**config.mk**
```make
export PLATFORM = sky130hd
export DESIGN_NAME = imem_dmem_arbiter
export DESIGN_NICKNAME = d
export VERILOG_FILES = /design/src/rtl/imem_dmem_arbiter.sv
export SDC_FILE = /design/constraint.sdc
export NUM_CORES = 1
export LEC_CHECK = 0
export CORE_UTILIZATION = 25
export CTS_BUF_LIST = sky130_fd_sc_hd__clkbuf_16
export CTS_CLUSTER_SIZE = 20
export DETAILED_ROUTE_END_ITERATION = 16
export PLACE_DENSITY = 0.53
export SETUP_SLACK_MARGIN = 0.4
export SLEW_MARGIN = 20
export SYNTH_ARGS = -nofsm -noshare
export SYNTH_HDL_FRONTEND = slang
export SYNTH_SLANG_ARGS = --single-unit
export TNS_END_PERCENT = 5
```
**constraint.sdc**
```tcl
create_clock -name clk -period 4.5 [get_ports clk]
set_clock_uncertainty 0.05 [all_clocks]
set_input_delay 1.125 -clock clk [delete_from_list [all_inputs] [get_ports clk]]
set_output_delay 1.125 -clock clk [all_outputs]
set_load 0.05 [all_outputs]
```
**src/rtl/imem_dmem_arbiter.sv**
```systemverilog
// imem_dmem_arbiter
//   Shares a single-ported memory interface between the instruction fetch
//   requester (PC stage) and the data requester (MEM stage). Data has fixed
//   priority, but after STARVE_LIMIT consecutive data grants that left a fetch
//   waiting, the fetch wins once. One command is outstanding at a time. The
//   memory may take any number of cycles to ack. A branch redirect (inst_flush)
//   drops the response of an in-flight fetch.
//
// Ports
//   clk, rst                 clock (posedge) / synchronous active-low reset
//   inst_req/addr            fetch request, held until inst_ready
//   inst_flush               discard the response of the in-flight fetch
//   inst_ready               fetch accepted this cycle (combinational)
//   inst_rvalid/rdata        one-cycle fetch response
//   data_req/we/addr/wdata   data request, held until data_ready
//   data_ready               data accepted this cycle (combinational)
//   data_rvalid/rdata        one-cycle load/store completion (rdata 0 for stores)
//   mem_en/we/addr/wdata     memory command, held until mem_ack
//   mem_rdata, mem_ack       memory response
module imem_dmem_arbiter #(
  parameter int ADDR_WIDTH   = 32,
  parameter int DATA_WIDTH   = 32,
  parameter int STARVE_LIMIT = 4
) (
  input  logic                  clk,
  input  logic                  rst,
  input  logic                  inst_req,
  input  logic [ADDR_WIDTH-1:0] inst_addr,
  input  logic                  inst_flush,
  output logic                  inst_ready,
  output logic                  inst_rvalid,
  output logic [DATA_WIDTH-1:0] inst_rdata,
  input  logic                  data_req,
  input  logic [3:0]            data_we,
  input  logic [ADDR_WIDTH-1:0] data_addr,
  input  logic [DATA_WIDTH-1:0] data_wdata,
  output logic                  data_ready,
  output logic                  data_rvalid,
  output logic [DATA_WIDTH-1:0] data_rdata,
  output logic                  mem_en,
  output logic [3:0]            mem_we,
  output logic [ADDR_WIDTH-1:0] mem_addr,
  output logic [DATA_WIDTH-1:0] mem_wdata,
  input  logic [DATA_WIDTH-1:0] mem_rdata,
  input  logic                  mem_ack
);

  localparam int CW = $clog2(STARVE_LIMIT + 1);
  localparam logic [CW-1:0] STARVE_MAX = CW'(STARVE_LIMIT);

  typedef enum logic [1:0] {
    IDLE = 2'd0,
    INST = 2'd1,
    DATA = 2'd2
  } state_t;

  state_t          state_q, state_d;
  logic [CW-1:0]   starve_q, starve_d;
  logic            flushed_q, flushed_d;
  logic            grant_inst, grant_data;
  logic            inst_drop;

  // Arbitration and next state. Grants are gated by rst so that no ready
  // escapes during a reset cycle.
  always_comb begin
    grant_inst = 1'b0;
    grant_data = 1'b0;
    state_d    = state_q;
    starve_d   = starve_q;
    flushed_d  = 1'b0;

    unique case (state_q)
      IDLE: begin
        if (rst) begin
          if (inst_req && data_req) begin
            if (starve_q == STARVE_MAX) grant_inst = 1'b1;
            else                        grant_data = 1'b1;
          end else if (inst_req) begin
            grant_inst = 1'b1;
          end else if (data_req) begin
            grant_data = 1'b1;
          end
        end
        if (grant_inst) begin
          state_d  = INST;
          starve_d = '0;
        end else if (grant_data) begin
          state_d = DATA;
          if (inst_req && (starve_q != STARVE_MAX)) starve_d = starve_q + CW'(1);
        end
      end
      INST: begin
        // Remember a redirect seen at any point while the fetch is in flight.
        flushed_d = flushed_q | inst_flush;
        if (mem_ack) state_d = IDLE;
      end
      DATA: begin
        if (mem_ack) state_d = IDLE;
      end
      default: state_d = IDLE;
    endcase
  end

  assign inst_ready = grant_inst;
  assign data_ready = grant_data;
  // A flush in the ack cycle itself also drops the response.
  assign inst_drop  = flushed_q | inst_flush;

  always_ff @(posedge clk) begin
    if (!rst) begin
      state_q     <= IDLE;
      starve_q    <= '0;
      flushed_q   <= 1'b0;
      inst_rvalid <= 1'b0;
      inst_rdata  <= '0;
      data_rvalid <= 1'b0;
      data_rdata  <= '0;
      mem_en      <= 1'b0;
      mem_we      <= '0;
      mem_addr    <= '0;
      mem_wdata   <= '0;
    end else begin
      state_q     <= state_d;
      starve_q    <= starve_d;
      flushed_q   <= flushed_d;
      inst_rvalid <= 1'b0;
      data_rvalid <= 1'b0;

      unique case (state_q)
        IDLE: begin
          if (grant_inst) begin
            mem_en    <= 1'b1;
            mem_we    <= '0;
            mem_addr  <= inst_addr;
            mem_wdata <= '0;
          end else if (grant_data) begin
            mem_en    <= 1'b1;
            mem_we    <= data_we;
            mem_addr  <= data_addr;
            mem_wdata <= data_wdata;
          end
        end
        INST: begin
          if (mem_ack) begin
            mem_en <= 1'b0;
            if (!inst_drop) begin
              inst_rvalid <= 1'b1;
              inst_rdata  <= mem_rdata;
            end
          end
        end
        DATA: begin
          if (mem_ack) begin
            mem_en      <= 1'b0;
            data_rvalid <= 1'b1;
            data_rdata  <= (mem_we == '0) ? mem_rdata : '0;
          end
        end
        default: mem_en <= 1'b0;
      endcase
    end
  end

endmodule
```
==> flow_metrics.py, run 1 <==
metrics = {
    "hold_path": {
        "min_path_type": "reg -> reg",
        "worstHoldEndpoint": "data_rdata[8]",
        "hold_depth": 2,
        "worstHoldStart": "data_rdata[8]",
    },
    "critical_path": {
        "crit_fanout": 8,
        "crit_family": "buffers and inverters",
        "crit_path_max_incr_delay_ns": 0.61,
        "r2r-end": "mem_addr[31]",
        "critical_path.endpoint_type": "output pin",
        "required_ns": 3.32,
        "critPathSlowestCell": "clkdlybuf4s50_1",
        "reg2regPathDepth": 6,
        "critPathKind": "in -> out",
        "path_cells": "clkdlybuf4s50_1 -> and3_1 -> nand2b_1 -> inv_1 -> buf_4",
        "r2r_setup_slack_ns": 2.32,
        "arrival_ns": 2.37,
        "critPathLaunchType": "input pin",
        "path_buf_inv": 3,
        "rr_startpoint": "state_q[0]",
    },
    "power_and_ir_drop": {
        "switching_share": 0.2963,
        "p_clk_frac": 0.429,
        "seqPwrFrac": 0.358,
        "power.density_mw_per_mm2": 402.7,
        "fin_total_pwr_uw": 3794,
        "intPower_uw": 2670,
        "power_frac_comb": 0.213,
        "switchingPower_uw": 1124,
        "irDropWorstVdd_uv": 192.2,
        "p_leak_uw": 0.003157,
    },
    "placed_design": {
        "place_area_mm2": 0.008756,
        "dp_hpwl_um": 14060,
        "place_ws_ns": 0.9356,
        "port_buffers": 274,
        "gp_routability_congestion": 0.7187,
    },
    "global_routing": {
        "grt_pass1_wl_um": 33440,
        "grt_overflow_total": 0,
        "grt_start_max_net_pins": 69,
        "grt_pass1_vias": 5829,
        "grt.total_usage": 0.1793,
        "antenna_found_initial": 1,
    },
    "yosys": {
        "synthFlopType": "dfxtp_1",
        "async_flop_share": 0,
        "synth_seq_cells": 141,
        "synth.distinct_cells": 35,
        "synth-edff-count": 0,
        "yosys_warnings": 0,
        "avgSynthCellArea_um2": 8.521,
        "netlist_area_mm2": 0.005879,
        "syn_nets": 833,
        "synthCells": 690,
        "seq_area_frac_synth": 0.4801,
    },
    "sta": {
        "finalCritPeriodShare": 0.7871,
        "maxSlewHeadroom": 0.4732,
        "rsz0062_at_grt": "no",
        "hold_ws_ns": 0.3964,
        "min_period_ns": 3.542,
        "setup_viol": 0,
        "setup_tns_ns": 0,
        "max_freq_mhz": 282.3,
        "worstMarginPinSlew_ns": 0.7903,
        "fin_ws_ns": 0.9580,
        "slew_violations": 0,
        "hold_viol": 0,
    },
    "floorplan": {
        "die_w_um": 155.4,
        "coreArea_mm2": 0.02285,
        "ios": 275,
        "initial_core_util": 0.2573,
        "chipHeight_um": 155.4,
        "rows": 55,
        "die-area_mm2": 0.02414,
    },
    "cts": {
        "cts_resized": 0,
        "h-tree-depth": 4,
        "cts_tree": "yes",
        "cts_buffers": 17,
        "cts_setup_buffers": 0,
        "cts.clk_slew.worst_paths_ns": 0.07,
        "clock_latency_ns": 0.41,
        "cts_hold_buf": 0,
        "root_buffer": "clkbuf_16",
        "clk_path_buf_depth": 2,
        "numClockSinks": 141,
    },
    "route": {
        "drcViolationCount": 0,
        "wl_per_cell_um": 17.46,
        "routed-via-count": 5948,
        "ant_nets": 0,
        "drt-total-wl_um": 21770,
        "dr.pass1.iters": 4,
        "via_per_inst": 4.770,
        "drtIter0Drc": 321,
    },
    "final_layout": {
        "fillers": 2393,
        "antenna_cells": 0,
        "fin_nets": 1065,
        "synthToLayoutAreaGrowth_pct": 60.25,
        "final_area_mm2": 0.009422,
        "drive_gt1_frac": 0.06210,
    },
    "run_status": {
        "status": "complete, no violations",
    },
    "flow_run": {
        "drv_cap": 0,
    },
}
==> Yosys cell counts (2+ instances only) <==
library cell,number,share of area
a21oi_1,31,0.026
a31oi_1,32,0.034
clkbuf_2,5,0.0043
a21boi_0,61,0.078
nand4_1,2,0.0021
nand2_1,100,0.064
and2_1,2,0.0021
buf_4,6,0.0077
o21ai_0,60,0.051
clkbuf_1,31,0.020
o221ai_1,6,0.0089
o221a_2,2,0.0038
buf_6,5,0.0096
buf_2,28,0.024
a21boi_1,10,0.013
nor2_1,3,0.0019
o31ai_1,32,0.041
ha_1,5,0.011
o21ai_1,4,0.0034
dfxtp_1,141,0.48
inv_1,6,0.0038
nand3_1,102,0.087
and3_1,4,0.0043
==> worst reg2reg max path, cell delays in order (launching register included) <==
cell	delay, ns
dfxtp_1	0.32
inv_1	0.08
ha_1	0.34
and3_2	0.36
buf_4	0.58
nand3_1	0.19
a31oi_1	0.20
==> power by group through the flow <==
| stage | clock network [uW] | registers (uW) | logic [uW] |
|---|---|---|---|
| after floorplan | 0 | 1610 | 249 |
| after detailed placement | 0 | 1390 | 816 |
| after global routing | 1720 | 1370 | 862 |
| after CTS | 1670 | 1360 | 818 |
| final | 1630 | 1360 | 810 |
| after global placement | 0 | 1390 | 818 |
==> worst max path at each step <==
| stage | depth (start not counted) | from | end |
|---|---|---|---|
| 5_1_grt | 5 | inst_req | inst_ready |
| 6_report | 5 | inst_req | inst_ready |
| 4_1_cts | 5 | inst_req | inst_ready |
| 2_1_floorplan | 5 | inst_req | data_ready |
| 3_5_place_dp | 5 | inst_req | inst_ready |
| 3_3_place_gp | 4 | inst_req | data_ready |
==> layout by cell type (no fill, tap or decap), types with 3 or more instances in the layout <==
cell	instances
inv_1	7
a21boi_0	61
buf_4	18
o21ai_1	3
bufinv_16	6
nand2_1	100
o31ai_1	32
o21ai_0	60
o221ai_1	6
a21oi_1	31
nor2_1	3
a31oi_1	32
ha_1	5
a21boi_1	10
clkbuf_16	17
inv_6	3
clkdlybuf4s50_1	271
dfxtp_1	141
nand3_1	100
==> flip-flops by register name (all words and copies together), names as in the netlist, 2 cells and up <==
| name | count |
|---|---|
| starve_q | 3 |
| mem_wdata | 32 |
| inst_rdata | 32 |
| mem_addr | 32 |
| data_rdata | 32 |
| mem_we | 4 |
| state_q | 2 |
==> routing by layer <==
layer	vias to the layer above	track usage	wire length, um
met3	14	0.07019	2088
met5	-	0	0
met1	2782	0.2239	9662
li1	2913	-	-
met2	239	0.2825	9732
met4	0	0.05556	286
==> cells by family (layout without fill, tap and decap cells) <==
kind of cell / Yosys count / after routing / share of synthesized area
xor gates and xnor gates: 2 / 2 / 0.002980
DFF: 141 / 141 / 0.4801
muxes: 1 / 1 / 0.001703
and+or+nand+nor: 218 / 218 / 0.1709
buffers and inverters: 82 / 326 / 0.06959
AOI/OAI and AO/OA: 241 / 241 / 0.2641
adders and majority gates: 5 / 5 / 0.01064
==> per-stage QoR <==
stage          cells  utilization
6_report        1247       0.4124
5_1_grt         1247       0.4124
4_1_cts         1247       0.4124
3_5_place_dp    1216       0.3832
3_3_place_gp    1216       0.3832
2_1_floorplan    690            -
==> final cells by class <==
class	instances	area (um^2)	area share
clock buffer	17	425.4	0.04515
inverter	6	22.52	0.002390
clock inverter	14	240.2	0.02550
tap	313	391.6	0.04157
timing repair buffer	289	2848	0.3023
multi-input combinational	467	2671	0.2835
sequential	141	2823	0.2996
(Power assumes the default switching activity.)
==> run 2, diff against run 1 <==
==> constraint.sdc (replaced) <==
create_clock -name clk -period 3.45 [get_ports clk]
set_clock_uncertainty 0.05 [all_clocks]
set_input_delay 0.8625 -clock clk [delete_from_list [all_inputs] [get_ports clk]]
set_output_delay 0.8625 -clock clk [all_outputs]
set_load 0.05 [all_outputs]
==> run 2 against run 1 <==
  * Register-to-register slack worse by 0.97 ns
  * Worst setup slack lost 0.40 ns
  * Clock-buffer cell count is the same
  * First-iteration DRC count shrank 9.3%
  * Critical path depth unchanged
  * Sequential share of layout area increased by 0.052 points
  * Power increased by 26%
  * Clock power rose by 19%
  * Utilization fell by 0.071 points
  * Hold slack improved by 0.0018 ns
  * Final cell count grew 0.32%
  * Critical path type unchanged
  * Highest routed layer is now met5
==> flow_metrics.py, run 2 (synthesis gave the netlist of run 1 again) <==
metrics = {
    "run_status": {
        "status": "complete, no violations",
    },
    "critical_path": {
        "rr_startpoint": "starve_q[0]",
        "r2r-end": "mem_wdata[0]",
        "crit_start": "data_req",
        "critical_path.endpoint_type": "output pin",
        "critPathKind": "in -> out",
        "reg2regPathDepth": 7,
        "critical_path.endpoint": "inst_ready",
        "crit_fanout": 4,
        "r2r_setup_slack_ns": 1.35,
        "critPathLaunchType": "input pin",
        "arrival_ns": 1.98,
        "required_ns": 2.54,
    },
    "final_layout": {
        "fin_nets": 1068,
        "drive_gt1_frac": 0.06610,
        "synthToLayoutAreaGrowth_pct": 59.97,
        "layout_common_cells": "clkdlybuf4s50_1, dfxtp_1, nand2_1, nand3_1, a21boi_0",
        "antenna_cells": 0,
        "layout_commonest_cell": "clkdlybuf4s50_1",
    },
    "global_routing": {
        "grt_pass1_vias": 6030,
        "grt.total_usage": 0.1807,
        "grt_start_max_net_pins": 69,
        "grt_pass1_wl_um": 33820,
        "antenna_found_initial": 3,
        "grt_overflow_total": 0,
    },
    "cts": {
        "root_buffer": "clkbuf_16",
        "cts.clk_slew.worst_paths_ns": 0.06,
        "clock_latency_ns": 0.42,
        "cts_setup_buffers": 0,
        "clk_path_buf_depth": 2,
        "numClockSinks": 141,
        "cts_tree": "yes",
        "cts_buffers": 17,
        "h-tree-depth": 4,
    },
    "route": {
        "ant_nets": 0,
        "routed-via-count": 5973,
        "drt-total-wl_um": 21610,
        "dr.pass1.iters": 5,
        "drtIter0Drc": 291,
        "drcViolationCount": 0,
        "wl_per_cell_um": 17.27,
        "via_per_inst": 4.775,
    },
    "placed_design": {
        "dp_hpwl_um": 13910,
        "gp_routability_congestion": 0.7086,
        "place_ws_ns": 0.4116,
        "port_buffers": 274,
    },
    "sta": {
        "slew_violations": 0,
        "fin_ws_ns": 0.5537,
        "min_period_ns": 2.896,
        "setup_tns_ns": 0,
        "hold_viol": 0,
        "worstMarginPinSlew_ns": 0.7065,
        "max_freq_mhz": 345.3,
        "maxSlewHeadroom": 0.5290,
        "setup_viol": 0,
        "finalCritPeriodShare": 0.8395,
        "rsz0062_at_grt": "no",
    },
    "hold_path": {
        "hold_depth": 2,
        "min_path_type": "reg -> reg",
    },
    "floorplan": {
        "coreArea_mm2": 0.02285,
        "initial_core_util": 0.2573,
        "chipHeight_um": 155.4,
        "die_w_um": 155.4,
        "ios": 275,
        "rows": 55,
        "die-area_mm2": 0.02414,
    },
    "power_and_ir_drop": {
        "irDropWorstVdd_uv": 233.0,
        "p_leak_uw": 0.003158,
        "power.density_mw_per_mm2": 506.9,
    },
    "flow_run": {
        "drv_cap": 0,
    },
}
run 2: cell count changes in the layout (fill, tap and decap cells not counted), sizes merged:
cell,before,now
buf,18,21
bufinv,6,3
clkdlybuf4s50,271,270
clkinv,3,6
dlymetal6s2s,0,1
inv,10,11
run 2: power breakdown:
part | internal, uW | switching [uW]
logic | 406 | 652
registers | 1720 | 51.6
clock network | 1150 | 783
total | 3280 | 1490
run 2: routing by layer:
| layer | vias up | global-route usage | routed length [um] |
|---|---|---|---|
| li1 | 2919 | - | - |
| met1 | 2792 | 0.2158 | 9334 |
| met2 | 243 | 0.2930 | 9847 |
| met3 | 17 | 0.07799 | 2121 |
| met4 | 2 | 0.05275 | 290 |
| met5 | - | 0 | 13 |
run 2: metrics by stage:
stage               total power, uW  utilization  std cells  area (um^2)  hold slack, ns
CTS                            4835       0.4116       1251         9403          0.4024
global placement               2876       0.3848       1219         8791          0.3891
floorplan                      2431            -        690         5879          0.4021
detailed placement             2875       0.3848       1219         8791          0.3930
global route                   4984       0.4117       1251         9405          0.4214
finish                         4767       0.4117       1251         9405          0.3982
run 2: timing repair:
action	4_1_cts	5_1_grt
hold buffers	0	0
gates resized for setup	0	1
endpoints found under the setup margin	0	1
run 2: cell type report:
type,count,area [um^2]
multi-input combinational,467,2671
inverter,6,22.52
sequential,141,2823
clock buffer,17,425.4
tap,313,391.6
clock inverter,15,186.4
fill,2375,13440
timing repair buffer,292,2885
run 2: worst min path at each step:
stage | from | end | slack (ns)
global route | data_rdata[7] | data_rdata[7] | 0.42
global placement | data_rdata[8] | data_rdata[8] | 0.39
CTS | data_rdata[8] | data_rdata[8] | 0.40
detailed placement | data_rdata[8] | data_rdata[8] | 0.39
finish | data_rdata[8] | data_rdata[8] | 0.40
floorplan | state_q[0] | state_q[0] | 0.40
run 2: critical path, cell delays in order:
cell and delay [ns]:
clkdlybuf4s50_1 0.52, a21boi_4 0.19, nand2b_1 0.16, inv_1 0.06, buf_4 0.18
